`config.mk`:
```
export PLATFORM = sky130hd
export DESIGN_NAME = fp_rob_buffer
export DESIGN_NICKNAME = d
export VERILOG_FILES = /design/src/rtl/fp_rob_buffer.sv
export SDC_FILE = /design/constraint.sdc
export NUM_CORES = 2
export LEC_CHECK = 0
export CAP_MARGIN = 20
export CELL_PAD_IN_SITES_DETAIL_PLACEMENT = 0
export CELL_PAD_IN_SITES_GLOBAL_PLACEMENT = 1
export CORE_MARGIN = 2
export CORE_UTILIZATION = 51
export CTS_BUF_LIST = sky130_fd_sc_hd__clkbuf_8
export DETAILED_ROUTE_END_ITERATION = 7
export PLACE_DENSITY_LB_ADDON = 0.3
export SLEW_MARGIN = 20
export SYNTH_ARGS = -nofsm -noshare
export SYNTH_HDL_FRONTEND = slang
export SYNTH_SLANG_ARGS = --single-unit
```
`constraint.sdc`:
```
create_clock -name clk_i -period 5.6 [get_ports clk_i]
set_clock_uncertainty 0.2 [all_clocks]
set_input_delay 1.12 -clock clk_i [delete_from_list [all_inputs] [get_ports clk_i]]
set_output_delay 1.12 -clock clk_i [all_outputs]
set_load 0.01 [all_outputs]
```
`src/rtl/fp_rob_buffer.sv`:
```
// Floating-point reorder buffer: allocates ROB slots at issue, captures CDB results,
// serves operand reads with same-cycle CDB bypass, and drives the in-order commit stream.
module fp_rob_buffer #(
  parameter int DEPTH   = 8,
  parameter int XLEN    = 64,
  parameter int REG_NUM = 32,
  localparam int RegIdxLen = $clog2(REG_NUM),
  localparam int RobIdxLen = $clog2(DEPTH)
) (
  input  logic                 clk_i,
  input  logic                 rst_ni,
  input  logic                 flush_i,
  input  logic                 issue_valid_i,
  output logic                 issue_ready_o,
  input  logic [RegIdxLen-1:0] issue_rd_idx_i,
  output logic [RobIdxLen-1:0] issue_rob_idx_o,
  input  logic                 cdb_valid_i,
  input  logic [RobIdxLen-1:0] cdb_rob_idx_i,
  input  logic [XLEN-1:0]      cdb_value_i,
  input  logic [RobIdxLen-1:0] op1_rob_idx_i,
  output logic                 op1_ready_o,
  output logic [XLEN-1:0]      op1_value_o,
  input  logic [RobIdxLen-1:0] op2_rob_idx_i,
  output logic                 op2_ready_o,
  output logic [XLEN-1:0]      op2_value_o,
  input  logic [RobIdxLen-1:0] op3_rob_idx_i,
  output logic                 op3_ready_o,
  output logic [XLEN-1:0]      op3_value_o,
  output logic                 comm_valid_o,
  input  logic                 comm_ready_i,
  output logic [RegIdxLen-1:0] comm_rd_idx_o,
  output logic [RobIdxLen-1:0] comm_rob_idx_o,
  output logic [XLEN-1:0]      comm_value_o
);

  typedef enum logic [1:0] {
    ST_EMPTY   = 2'd0,
    ST_PENDING = 2'd1,
    ST_DONE    = 2'd2
  } entry_state_e;

  localparam logic [RobIdxLen:0] PtrOne = (RobIdxLen+1)'(1);

  entry_state_e         r_state [DEPTH];
  logic [RegIdxLen-1:0] r_rd    [DEPTH];
  logic [XLEN-1:0]      r_value [DEPTH];
  // Pointers carry an extra wrap bit so full and empty are distinguishable.
  logic [RobIdxLen:0]   r_head;
  logic [RobIdxLen:0]   r_tail;

  logic [RobIdxLen-1:0] w_head_idx;
  logic [RobIdxLen-1:0] w_tail_idx;
  logic                 w_empty;
  logic                 w_full;
  logic                 w_issue_fire;
  logic                 w_cdb_fire;
  logic                 w_comm_valid;
  logic                 w_comm_fire;

  assign w_head_idx   = r_head[RobIdxLen-1:0];
  assign w_tail_idx   = r_tail[RobIdxLen-1:0];
  assign w_empty      = (r_head == r_tail);
  assign w_full       = (w_head_idx == w_tail_idx) && (r_head[RobIdxLen] != r_tail[RobIdxLen]);
  assign w_issue_fire = issue_valid_i && !w_full;
  assign w_cdb_fire   = cdb_valid_i && (r_state[cdb_rob_idx_i] == ST_PENDING);
  assign w_comm_valid = !w_empty && (r_state[w_head_idx] == ST_DONE);
  assign w_comm_fire  = w_comm_valid && comm_ready_i;

  // Issue, CDB and commit only ever target EMPTY, PENDING and DONE entries respectively,
  // so the three updates never collide on one slot.
  always_ff @(posedge clk_i or negedge rst_ni) begin
    if (!rst_ni) begin
      for (int i = 0; i < DEPTH; i++) begin
        r_state[i] <= ST_EMPTY;
        r_rd[i]    <= '0;
        r_value[i] <= '0;
      end
      r_head <= '0;
      r_tail <= '0;
    end else if (flush_i) begin
      for (int i = 0; i < DEPTH; i++) begin
        r_state[i] <= ST_EMPTY;
        r_rd[i]    <= '0;
        r_value[i] <= '0;
      end
      r_head <= '0;
      r_tail <= '0;
    end else begin
      if (w_issue_fire) begin
        r_state[w_tail_idx] <= ST_PENDING;
        r_rd[w_tail_idx]    <= issue_rd_idx_i;
        r_tail              <= r_tail + PtrOne;
      end
      if (w_cdb_fire) begin
        r_state[cdb_rob_idx_i] <= ST_DONE;
        r_value[cdb_rob_idx_i] <= cdb_value_i;
      end
      if (w_comm_fire) begin
        r_state[w_head_idx] <= ST_EMPTY;
        r_head              <= r_head + PtrOne;
      end
    end
  end

  logic [RobIdxLen-1:0] w_op_idx   [3];
  logic [2:0]           w_op_ready;
  logic [XLEN-1:0]      w_op_value [3];

  assign w_op_idx[0] = op1_rob_idx_i;
  assign w_op_idx[1] = op2_rob_idx_i;
  assign w_op_idx[2] = op3_rob_idx_i;

  generate
    for (genvar gi = 0; gi < 3; gi++) begin : gen_op
      logic w_done;
      logic w_bypass;
      assign w_done   = (r_state[w_op_idx[gi]] == ST_DONE);
      assign w_bypass = cdb_valid_i && (cdb_rob_idx_i == w_op_idx[gi])
                        && (r_state[w_op_idx[gi]] == ST_PENDING);
      assign w_op_ready[gi] = w_done || w_bypass;
      assign w_op_value[gi] = w_done ? r_value[w_op_idx[gi]] :
                              (w_bypass ? cdb_value_i : '0);
    end
  endgenerate

  assign op1_ready_o = w_op_ready[0];
  assign op1_value_o = w_op_value[0];
  assign op2_ready_o = w_op_ready[1];
  assign op2_value_o = w_op_value[1];
  assign op3_ready_o = w_op_ready[2];
  assign op3_value_o = w_op_value[2];

  assign issue_ready_o   = !w_full;
  assign issue_rob_idx_o = w_tail_idx;
  assign comm_valid_o    = w_comm_valid;
  assign comm_rd_idx_o   = r_rd[w_head_idx];
  assign comm_rob_idx_o  = w_head_idx;
  assign comm_value_o    = r_value[w_head_idx];

`ifndef SYNTHESIS
  // A broadcast to an entry that is not waiting for a result indicates an upstream bug.
  a_cdb_target_pending: assert property (@(posedge clk_i) disable iff (!rst_ni || flush_i)
    cdb_valid_i |-> (r_state[cdb_rob_idx_i] == ST_PENDING));
`endif

endmodule

```
==> results.txt <==
* Status: complete, no violations
* Worst r2r dst: r_value[99]
- Critical path depth: 8
- Compound-cell area share of the yosys netlist: 0.155
- # port buffers: 358
* Routed length per placed instance: 29.8 um
* CP Data Required Time: 4.28 ns
- CTS HTree Levels: 3
- Along the worst path, the maximum fanout reaches 64.
- The worst setup path is launched from an input port.
* Via count of the first global-routing pass: 35751
* Post-synthesis share of cell area spent on xor and xnor gates: 0.00400
- Residual antenna-violating net count after detailed routing: 0
* Count of filler cells inserted in the layout: 6496
* Area of the multi-input gates: 0.0231 mm^2
* Fin. max-slew vios: 0
- Area delta synth->final: 15.5%
- The cell area that synthesis handed to floorplanning was 0.0394 mm^2.
* Area taken by flip-flops and latches: 0.0144 mm^2
- Clock-pin slew was measured on the worst setup and hold paths at 0.06 ns.
- Max-cap violations in this run came to 0.
* Dominant register cell in the synthesized netlist: sky130_fd_sc_hd__dfrtp_1
* Worst slack on hold paths: 0.208 ns
- For this design the top-level I/O count stands at 359.
- Total number of vias: 36746
- Number of placement rows: 101
- The initial antenna violation count came to 10.
* Final routed DRC violation total: 0
* DIE WIDTH: 282 um
* Number of placed instances, taps included: 5038
* Count of cells along the worst register-to-register path: 7
- Wire length of the first global-routing pass: 229 mm
- Share of synthesized flip-flops with an asynchronous set or reset: 1.00
- Initial DRT Pass Iterations: 6
* Slowest cell on crit path: sky130_fd_sc_hd__clkdlybuf4s50_1
* Half-perimeter wire length of the detailed placement result: 85.5 mm
* Total Routing Usage GR: 0.388
- Post-synth net total: 4127
* Leakage power total: 0.0170 uW
- Type of the worst setup path: in -> out
* Critical Path End: op3_value_o[47]
* Latest clock arrival within the worst-skew pair: 0.72 ns
- Clock period minus final worst setup slack: 5.15 ns
- Measured against the total synthesized area, the mux share comes to 0.291.
* Total overflow reported by the global router: 0
- The Yosys step of the flow raised 0 warnings.
- The worst hold path belongs to the class in -> async.
* Total number of clock tree sinks: 576
- Number of synthesized register bits: 576
- Of the total synthesized cell area, the portion taken by full adders, half adders and majority gates is 0.000635.
- Of the total synthesized cell area, the portion taken by AND, OR, NAND and NOR gates is 0.131.
* Share of post-route cells with drive strength above 1: 0.163
* Gate Count Post-Synth: 4038
* Count of buffers added by post-CTS timing repair for setup: 0
* Wire length reported by the detailed router: 155 mm
- Crit path from: op3_rob_idx_i[0]
- Worst Max-Slew Pin Slew: 1.06 ns
* Post-Layout Cell Count: 5221
- Number of endpoints with negative hold slack in the final report: 0
- Final critical-path share of the clock period: 0.920
- FF-to-FF Start: r_state[6]
- Avg Inst Size Synth: 9.76 um^2
- DR vias/cell: 7.04
* Worst slew margin: 0.291
- Setup slack on the critical path of the routed design comes to 0.446 ns.
- Across all register-to-register paths, the minimum setup slack is 2.62 ns.
- The synthesized design contains 0 enable-type register cells.
* Dominant combinational cell family by area after synthesis: multiplexers
- The clock passes through at most 3 buffers.
- Utilization of the core after routing: 0.598
- Die outline area: 0.0796 mm^2
* DR iter-0 viols: 5503
- Pre-CTS WS: 0.480 ns
- The critical path goes through buf_8 -> mux4_2 -> mux2_2 -> nor2_1 -> nand4_1 -> buf_12 -> o22ai_1 -> clkdlybuf4s50_1.
- In this run the clock root is driven by a sky130_fd_sc_hd__clkbuf_8.
* Maximum VDD drop: 0.133 mV
- Critical path buffers and inverters: 3
- Power spread over the standard cell area amounts to 201 mW/mm^2.
- STA classifies the critical path endpoint as an output port.
* FMAX: 194 MHz
- Setup repair after global routing left no endpoint under its margin.
* Sequential element share of the synthesized area: 0.366
- Height of the die: 282 um
- The congestion estimate from routability-driven global placement came to 0.864.
- TritonCTS built the clock tree.
- Number of buffers inserted during clock tree synthesis: 100
- Pin count of the biggest net entering global routing: 149
- In this run, distinct cell masters in the synthesized netlist total 54.
* Largest incremental delay on the critical path: 0.60 ns
- Resized Gates After CTS: 0
- After routing, the total negative slack on setup checks comes to 0 ns.
- Broken down by cell family, the worst path's largest delay share belongs to buffers and inverters.
- Count of endpoints failing setup in the final report: 0
- CTS Hold Bufs: 0
- Final nets: 4199
- The core region is 0.0762 mm^2.
* Effective utilization at floorplan: 0.517
* CP arrival: 3.83 ns
worst min path at each step:
stage	start	end	slack, ns
after global placement	r_rd[10]	r_rd[10]	0.30
after CTS	rst_ni	r_value[316]	0.26
after detailed placement	r_rd[10]	r_rd[10]	0.31
after global routing	rst_ni	r_value[504]	0.28
final	rst_ni	r_value[504]	0.21
after floorplan	r_rd[7]	r_rd[7]	0.29
flip-flops by register name, indices dropped and copies added, names as in the netlist:
name,cells
r_state,16
r_tail,4
r_value,512
r_head,4
r_rd,40
cells by family after synthesis:
kind of cell	count (synthesis)
AND/OR/NAND/NOR	1287
XOR/XNOR	18
AO/OA/AOI/OAI	1016
multiplexers	646
adder cells (fa/ha/maj)	2
buffers and inverters	493
flip-flops	576
cell type report:
class | instances | area share
flip-flops and latches | 576 | 0.317
inverters | 9 | 0.000742
diodes | 7 | 0.000385
multi-input cells | 2969 | 0.507
clock buffers | 128 | 0.0387
well taps | 1030 | 0.0283
repair buffers | 454 | 0.103
clock inverters | 48 | 0.00544
report_power, final:
part	leakage (uW)	internal, uW	switching, uW
sequential	0.00804	4180	29.3
combinational	0.00780	316	616
clock	0.00117	2120	1880
synth_stat cells (all sizes together) (3+ instances only):
| library cell | n | area (um^2) |
|---|---|---|
| a21oi | 520 | 2600 |
| inv | 9 | 33.8 |
| a211oi | 5 | 37.5 |
| nand2b | 5 | 31.3 |
| a22oi | 276 | 2070 |
| xor2 | 5 | 43.8 |
| nor2b | 3 | 18.8 |
| mux2i | 243 | 2430 |
| nand2 | 1100 | 4130 |
| o21ai | 6 | 30.0 |
| or4 | 5 | 37.5 |
| a311oi | 4 | 35.0 |
| nor3 | 13 | 75.1 |
| nand4 | 75 | 469 |
| mux4 | 398 | 8970 |
| buf | 166 | 851 |
| clkbuf | 318 | 1190 |
| xnor2 | 13 | 114 |
| o22ai | 194 | 1210 |
| dfrtp | 576 | 14400 |
| nor2 | 65 | 246 |
| nor4 | 6 | 43.8 |
| mux2 | 5 | 56.3 |
metal layers:
metal / track usage / vias to the layer above / part of all wire
met3: 0.0918 / 602 / 0.12
li1: - / 15120 / -
met1: 0.497 / 18186 / 0.35
met5: 0 / - / 0.00030
met4: 0.212 / 8 / 0.056
met2: 0.613 / 2830 / 0.47
worst register-to-register path: stages, from the launching register on:
cell,delay (ns)
sky130_fd_sc_hd__dfrtp_1,0.57
sky130_fd_sc_hd__mux2i_1,0.19
sky130_fd_sc_hd__a2bb2oi_1,0.22
sky130_fd_sc_hd__nor4_2,0.36
sky130_fd_sc_hd__buf_4,0.69
sky130_fd_sc_hd__buf_4,0.44
sky130_fd_sc_hd__nand2_1,0.09
sky130_fd_sc_hd__a21oi_1,0.14
cell usage in the layout (no fill, tap or decap), drive strengths merged, types with 3 or more instances in the layout:
| cell type | instances |
|---|---|
| a211oi | 5 |
| a21oi | 520 |
| a22oi | 276 |
| a311oi | 4 |
| buf | 108 |
| clkbuf | 128 |
| clkdlybuf4s50 | 346 |
| clkinv | 6 |
| dfrtp | 576 |
| diode | 7 |
| inv | 47 |
| mux2 | 5 |
| mux2i | 243 |
| mux4 | 398 |
| nand2 | 1100 |
| nand2b | 5 |
| nand4 | 75 |
| nor2 | 65 |
| nor2b | 3 |
| nor3 | 13 |
| nor4 | 6 |
| o21ai | 6 |
| o22ai | 194 |
| or4 | 5 |
| xnor2 | 13 |
| xor2 | 5 |
through the flow:
step           power (uW)  cell area, um^2
3_3_place_gp         5200            43500
2_1_floorplan        4830            39400
5_1_grt              9410            45500
4_1_cts              9130            45500
6_report             9140            45500
3_5_place_dp         5210            43500
No activity file was read; power rests on OpenSTA's default activity.
